===== src/rtl/program_loader.sv =====
// Boot-time program loader: receives a byte stream (16-bit word count,
// little-endian 32-bit words, XOR checksum), writes each word into the
// instruction memory write port and releases the CPU reset only once the
// checksum has matched.
//
// Handshake: a byte transfers on a rising edge where in_valid && in_ready;
// in_ready depends on the FSM state alone, never on in_valid, and in_valid
// may drop for any number of cycles between bytes.
//
// Observation point: state_q holds the current FSM state (state_e).
module program_loader #(
  parameter int ADDR_WIDTH = 12,
  parameter int MAX_WORDS  = 2 ** (ADDR_WIDTH - 2)
) (
  input  logic                  clk,
  input  logic                  reset,
  input  logic                  in_valid,
  input  logic [7:0]            in_data,
  output logic                  in_ready,
  output logic                  imem_we,
  output logic [ADDR_WIDTH-1:0] imem_addr,
  output logic [31:0]           imem_wdata,
  output logic [15:0]           words_loaded,
  output logic                  cpu_reset,
  output logic                  load_done,
  output logic                  load_err
);

  typedef enum logic [2:0] {
    S_HDR0  = 3'd0,
    S_HDR1  = 3'd1,
    S_DATA  = 3'd2,
    S_CSUM  = 3'd3,
    S_DONE  = 3'd4,
    S_ERROR = 3'd5
  } state_e;

  // One extra bit so a count of 0xFFFF compares correctly against the limit.
  localparam logic [16:0] MAX_N = 17'(MAX_WORDS);

  state_e                state_q, state_d;
  logic [15:0]           cnt_q, cnt_d;          // header word count N
  logic [1:0]            byte_cnt_q, byte_cnt_d; // lane of the next data byte
  logic [7:0]            xor_q, xor_d;          // running XOR of all bytes so far
  logic [23:0]           asm_q, asm_d;          // lanes 0..2; lane 3 comes straight from in_data
  logic                  we_q, we_d;
  logic [ADDR_WIDTH-1:0] addr_q, addr_d;
  logic [31:0]           wdata_q, wdata_d;
  logic [15:0]           wl_q, wl_d;            // words written, doubles as word index
  logic                  accept;

  assign accept = in_valid && in_ready;

  // State register and datapath registers; reset wins over a same-cycle handshake.
  always_ff @(posedge clk) begin
    if (reset) begin
      state_q    <= S_HDR0;
      cnt_q      <= '0;
      byte_cnt_q <= '0;
      xor_q      <= '0;
      asm_q      <= '0;
      we_q       <= 1'b0;
      addr_q     <= '0;
      wdata_q    <= '0;
      wl_q       <= '0;
    end else begin
      state_q    <= state_d;
      cnt_q      <= cnt_d;
      byte_cnt_q <= byte_cnt_d;
      xor_q      <= xor_d;
      asm_q      <= asm_d;
      we_q       <= we_d;
      addr_q     <= addr_d;
      wdata_q    <= wdata_d;
      wl_q       <= wl_d;
    end
  end

  // Next-state logic: header parse, word assembly, checksum compare.
  always_comb begin
    state_d    = state_q;
    cnt_d      = cnt_q;
    byte_cnt_d = byte_cnt_q;
    xor_d      = xor_q;
    asm_d      = asm_q;
    we_d       = 1'b0;
    addr_d     = addr_q;
    wdata_d    = wdata_q;
    wl_d       = wl_q;
    case (state_q)
      S_HDR0: begin
        if (accept) begin
          cnt_d   = {8'h00, in_data};
          xor_d   = xor_q ^ in_data;
          state_d = S_HDR1;
        end
      end
      S_HDR1: begin
        if (accept) begin
          cnt_d = {in_data, cnt_q[7:0]};
          xor_d = xor_q ^ in_data;
          if ({1'b0, in_data, cnt_q[7:0]} > MAX_N) begin
            state_d = S_ERROR;
          end else if ({in_data, cnt_q[7:0]} == 16'd0) begin
            state_d = S_CSUM;
          end else begin
            state_d = S_DATA;
          end
        end
      end
      S_DATA: begin
        if (accept) begin
          xor_d      = xor_q ^ in_data;
          byte_cnt_d = byte_cnt_q + 2'd1;
          case (byte_cnt_q)
            2'd0: asm_d[7:0]   = in_data;
            2'd1: asm_d[15:8]  = in_data;
            2'd2: asm_d[23:16] = in_data;
            default: begin
              // Fourth byte completes the word: launch the one-cycle write.
              we_d    = 1'b1;
              addr_d  = {wl_q[ADDR_WIDTH-3:0], 2'b00};
              wdata_d = {in_data, asm_q};
              wl_d    = wl_q + 16'd1;
              if (wl_q == cnt_q - 16'd1) state_d = S_CSUM;
            end
          endcase
        end
      end
      S_CSUM: begin
        if (accept) state_d = (in_data == xor_q) ? S_DONE : S_ERROR;
      end
      S_DONE:  state_d = S_DONE;
      S_ERROR: state_d = S_ERROR;
      default: state_d = S_ERROR;
    endcase
  end

  // Status outputs decoded from the registered state only.
  always_comb begin
    in_ready  = (state_q == S_HDR0) || (state_q == S_HDR1) ||
                (state_q == S_DATA) || (state_q == S_CSUM);
    load_done = (state_q == S_DONE);
    load_err  = (state_q == S_ERROR);
    cpu_reset = (state_q != S_DONE);
  end

  assign imem_we      = we_q;
  assign imem_addr    = addr_q;
  assign imem_wdata   = wdata_q;
  assign words_loaded = wl_q;

endmodule


===== config.mk =====
export PLATFORM = sky130hd
export DESIGN_NAME = program_loader
export DESIGN_NICKNAME = d
export VERILOG_FILES = /design/src/rtl/program_loader.sv
export SDC_FILE = /design/constraint.sdc
export NUM_CORES = 1
export LEC_CHECK = 0
export ABC_AREA = 1
export BUFFER_PORTS_ARGS = -buffer_cell sky130_fd_sc_hd__buf_2
export CAP_MARGIN = 10
export CORE_AREA = 2 2 112 114
export CTS_CLUSTER_SIZE = 30
export DETAILED_ROUTE_END_ITERATION = 8
export DIE_AREA = 0 0 114 116
export MAX_ROUTING_LAYER = met4
export PLACE_DENSITY = 0.72
export RECOVER_POWER = 50
export SLEW_MARGIN = 20
export SYNTH_ARGS = -nofsm -noshare
export SYNTH_HDL_FRONTEND = slang
export SYNTH_SLANG_ARGS = --single-unit
export TNS_END_PERCENT = 1

===== constraint.sdc =====
create_clock -name clk -period 2.2 [get_ports clk]
set_input_delay 0.55 -clock clk [delete_from_list [all_inputs] [get_ports clk]]
set_output_delay 0.55 -clock clk [all_outputs]
set_load 0.05 [all_outputs]

==> impl_metrics.tcl <==
set metrics [dict create \
    wl_per_cell_um 13.8 \
    drt_iter0_markers 343 \
    grt_antenna_before_repair 0 \
    min_period_over_period 0.905 \
    cp_max_fo 6 \
    hold_buffers 0 \
    gr-usage-all-layers 0.200 \
    grt-ovfl-total 0 \
    ys_ff_latch 112 \
    rsz0062_at_grt "no" \
    slew_headroom 0.570 \
    max-cap-violations 0 \
    cp-end-kind "primary output" \
    clkSlewWorstSetupHoldPaths_ns 0.08 \
    yosysMostFrequentCell "nor2_1" \
    clkLatencyLatePin_ns 0.35 \
    critical_path_class "flip-flop to primary output" \
    setup_viol 0 \
    fin_setup_tns_ns 0 \
    ctsHtreeMaxLevel 3 \
    cpPeakStageDelay_ns 0.37 \
    nets 776 \
    power.internal_uw 3410 \
    synth_warnings 0 \
    synth_enable_flop_cells 0 \
    cp_slowest_cell "dfxtp_1" \
    clock_power_share 0.388 \
    p_comb_frac 0.160 \
    io_pins 76 \
    ys.flop_type "dfxtp_1" \
    outcome "complete, no violations" \
    peakVddDrop_mv 0.431 \
    rows 40 \
    cts_buffer_depth 2 \
    antenna_left 0 \
    vias 4708 \
    synthTopCellsByArea "dfxtp_1 44%, nor2_1 8.7%, nand2_1 7.9%, a21oi_1 6.9%, o21ai_0 6.9%" \
    synth_top_area_frac 0.442 \
    worst_clock_skew_ns 0.00726 \
    cts-root-buf "clkbuf_16" \
    start_util 0.426 \
    p_per_area_nw_per_um2 814 \
    synthToLayoutAreaGrowth_pct 15.2 \
    critPathLaunchType "flip-flop" \
    port_buffers 73 \
    cts_tree "built" \
    drc 0 \
    total_power_uw 4760 \
    drive_gt1_frac 0.0838 \
    die_area_um2 13200 \
    grt_pass1_vias 4115 \
    die_h_um 116 \
    hold_class "flip-flop to flip-flop" \
    async_flop_share 0 \
    p_leak_uw 0.00234 \
    syn_avg_cell_area_um2 7.24 \
    required_ns 1.65 \
    cts.sinks 112 \
    path_cells "buf_4, inv_1, nand2_1, nor2_1, buf_2" \
    fillers 1242 \
    routabilityCongestion 0.899 \
    grt_pass1_wl_um 20500 \
    yosys.cell_types.count 41 \
    die_w_um 114 \
    core_area_um2 11900 \
    crit_family "buffers and inverters" \
    seqPwrFrac 0.452 \
    tightestPinTransition_ns 0.647 \
    synthCells 700 \
    swShare 0.284 \
    cts.repair.resized 0 \
    fmax_ghz 0.502 \
    hold_viol 0 \
    viasPerCell 5.17 \
    path_buf_inv 3 \
    grt_start_max_net_pins 58 \
    dr.pass1.iters 5 \
    final.min_clock_period_ns 1.99 \
    n_antenna_cell 0 \
    synth_area_leader_cell "dfxtp_1" \
    maxSlewViolCount 0 \
    dp_hpwl_um 8670 \
    post-cts-setup-buffer-count 0 \
    synth-seq-area-share 0.442 \
    crit_arrival_ns 1.44 \
    routed_wl_um 12600 \
    yosys-top-cells-count "117 x nor2_1, 112 x dfxtp_1, 107 x nand2_1" \
    numCtsBuffers 9 \
    synth_area_um2 5070 \
    p_switching_uw 1350 \
]
sequential cells by signal, summed over array words and instances, names as in the netlist:
name and flops:
state_q 3, imem_addr 10, asm_q 24, imem_wdata 32, imem_we 1, cnt_q 16
byte_cnt_q 2, words_loaded 16, xor_q 8
layout make-up:
class	instances	area (um^2)	area share
Multi-Input combinational cell	488	2440	0.419
Clock buffer	11	253	0.0433
Clock inverter	5	85.1	0.0146
Timing Repair Buffer	87	402	0.0688
Inverter	61	231	0.0396
Sequential cell	112	2240	0.384
Tap cell	147	184	0.0315
cell usage in the layout, fill, tap and decap left out, types with 2 or more instances in the layout:
cell       count
clkinv_1       2
clkbuf_8       2
a21oi_1       70
xnor2_1        6
nand3b_1       2
nand4_1        8
inv_2          3
dfxtp_1      112
clkbuf_1      57
inv_1         54
clkinv_2       2
xor2_1        13
nand2_4        3
nor3_1        10
nor4_1         3
clkbuf_16      9
buf_4          9
o21ai_0       70
inv_6          2
o22ai_1        4
nor2_1       116
nand3_1       46
buf_2         19
ha_1           5
nand2_1      108
nor3_4         2
bufinv_16      2
a211oi_1       6
conb_1         2
routing by layer:
layer	global-route usage	part of all wire	up-vias	routed length, um
met5	-	0	-	0
met4	0.0707	0.019	0	236
met3	0.0262	0.043	24	546
met2	0.315	0.46	139	5760
met1	0.266	0.48	2140	6040
li1	-	-	2405	-
cells by family after synthesis:
| kind of cell | after synthesis | share of synthesized area |
|---|---|---|
| simple gates | 305 | 0.266 |
| xor+xnor | 20 | 0.0373 |
| buf+inv | 101 | 0.0790 |
| compound gates | 155 | 0.160 |
| other cells | 1 | 0.000740 |
| flops | 112 | 0.442 |
| fa+ha+maj | 6 | 0.0148 |
power groups by stage:
stage	combinational [uW]	sequential, uW	clock, uW
floorplan	596	2180	0
global placement	738	2190	0
detailed placement	744	2190	0
CTS	750	2150	1870
global route	865	2160	1950
finish	762	2150	1850
per-stage QoR:
stage,hold WS (ns),util,setup slack [ns],cells,cell area [um^2]
finish,0.460,0.490,0.208,911,5840
floorplan,0.430,-,0.109,701,5080
global placement,0.444,0.469,0.213,895,5580
global route,0.476,0.490,0.0145,911,5840
detailed placement,0.449,0.469,0.187,895,5580
CTS,0.460,0.497,0.178,911,5920
final timing paths:
check / start / to / slack [ns] / cells after the start
max: state_q[1] / load_err / 0.21 / 5
min reg2reg: asm_q[18] / asm_q[18] / 0.46 / 2
min: asm_q[18] / asm_q[18] / 0.46 / 2
max reg2reg: cnt_q[0] / state_q[1] / 0.25 / 13
worst register-to-register path, delay by kind of cell, from the launching register on:
family	cells	cell delay (ns)
AO/OA/AOI/OAI	1	0.16
adder cells (fa/ha/maj)	1	0.22
buffers and inverters	2	0.25
flip-flops	1	0.32
AND/OR/NAND/NOR	9	0.91
Power figures use the tool's default switching activity.
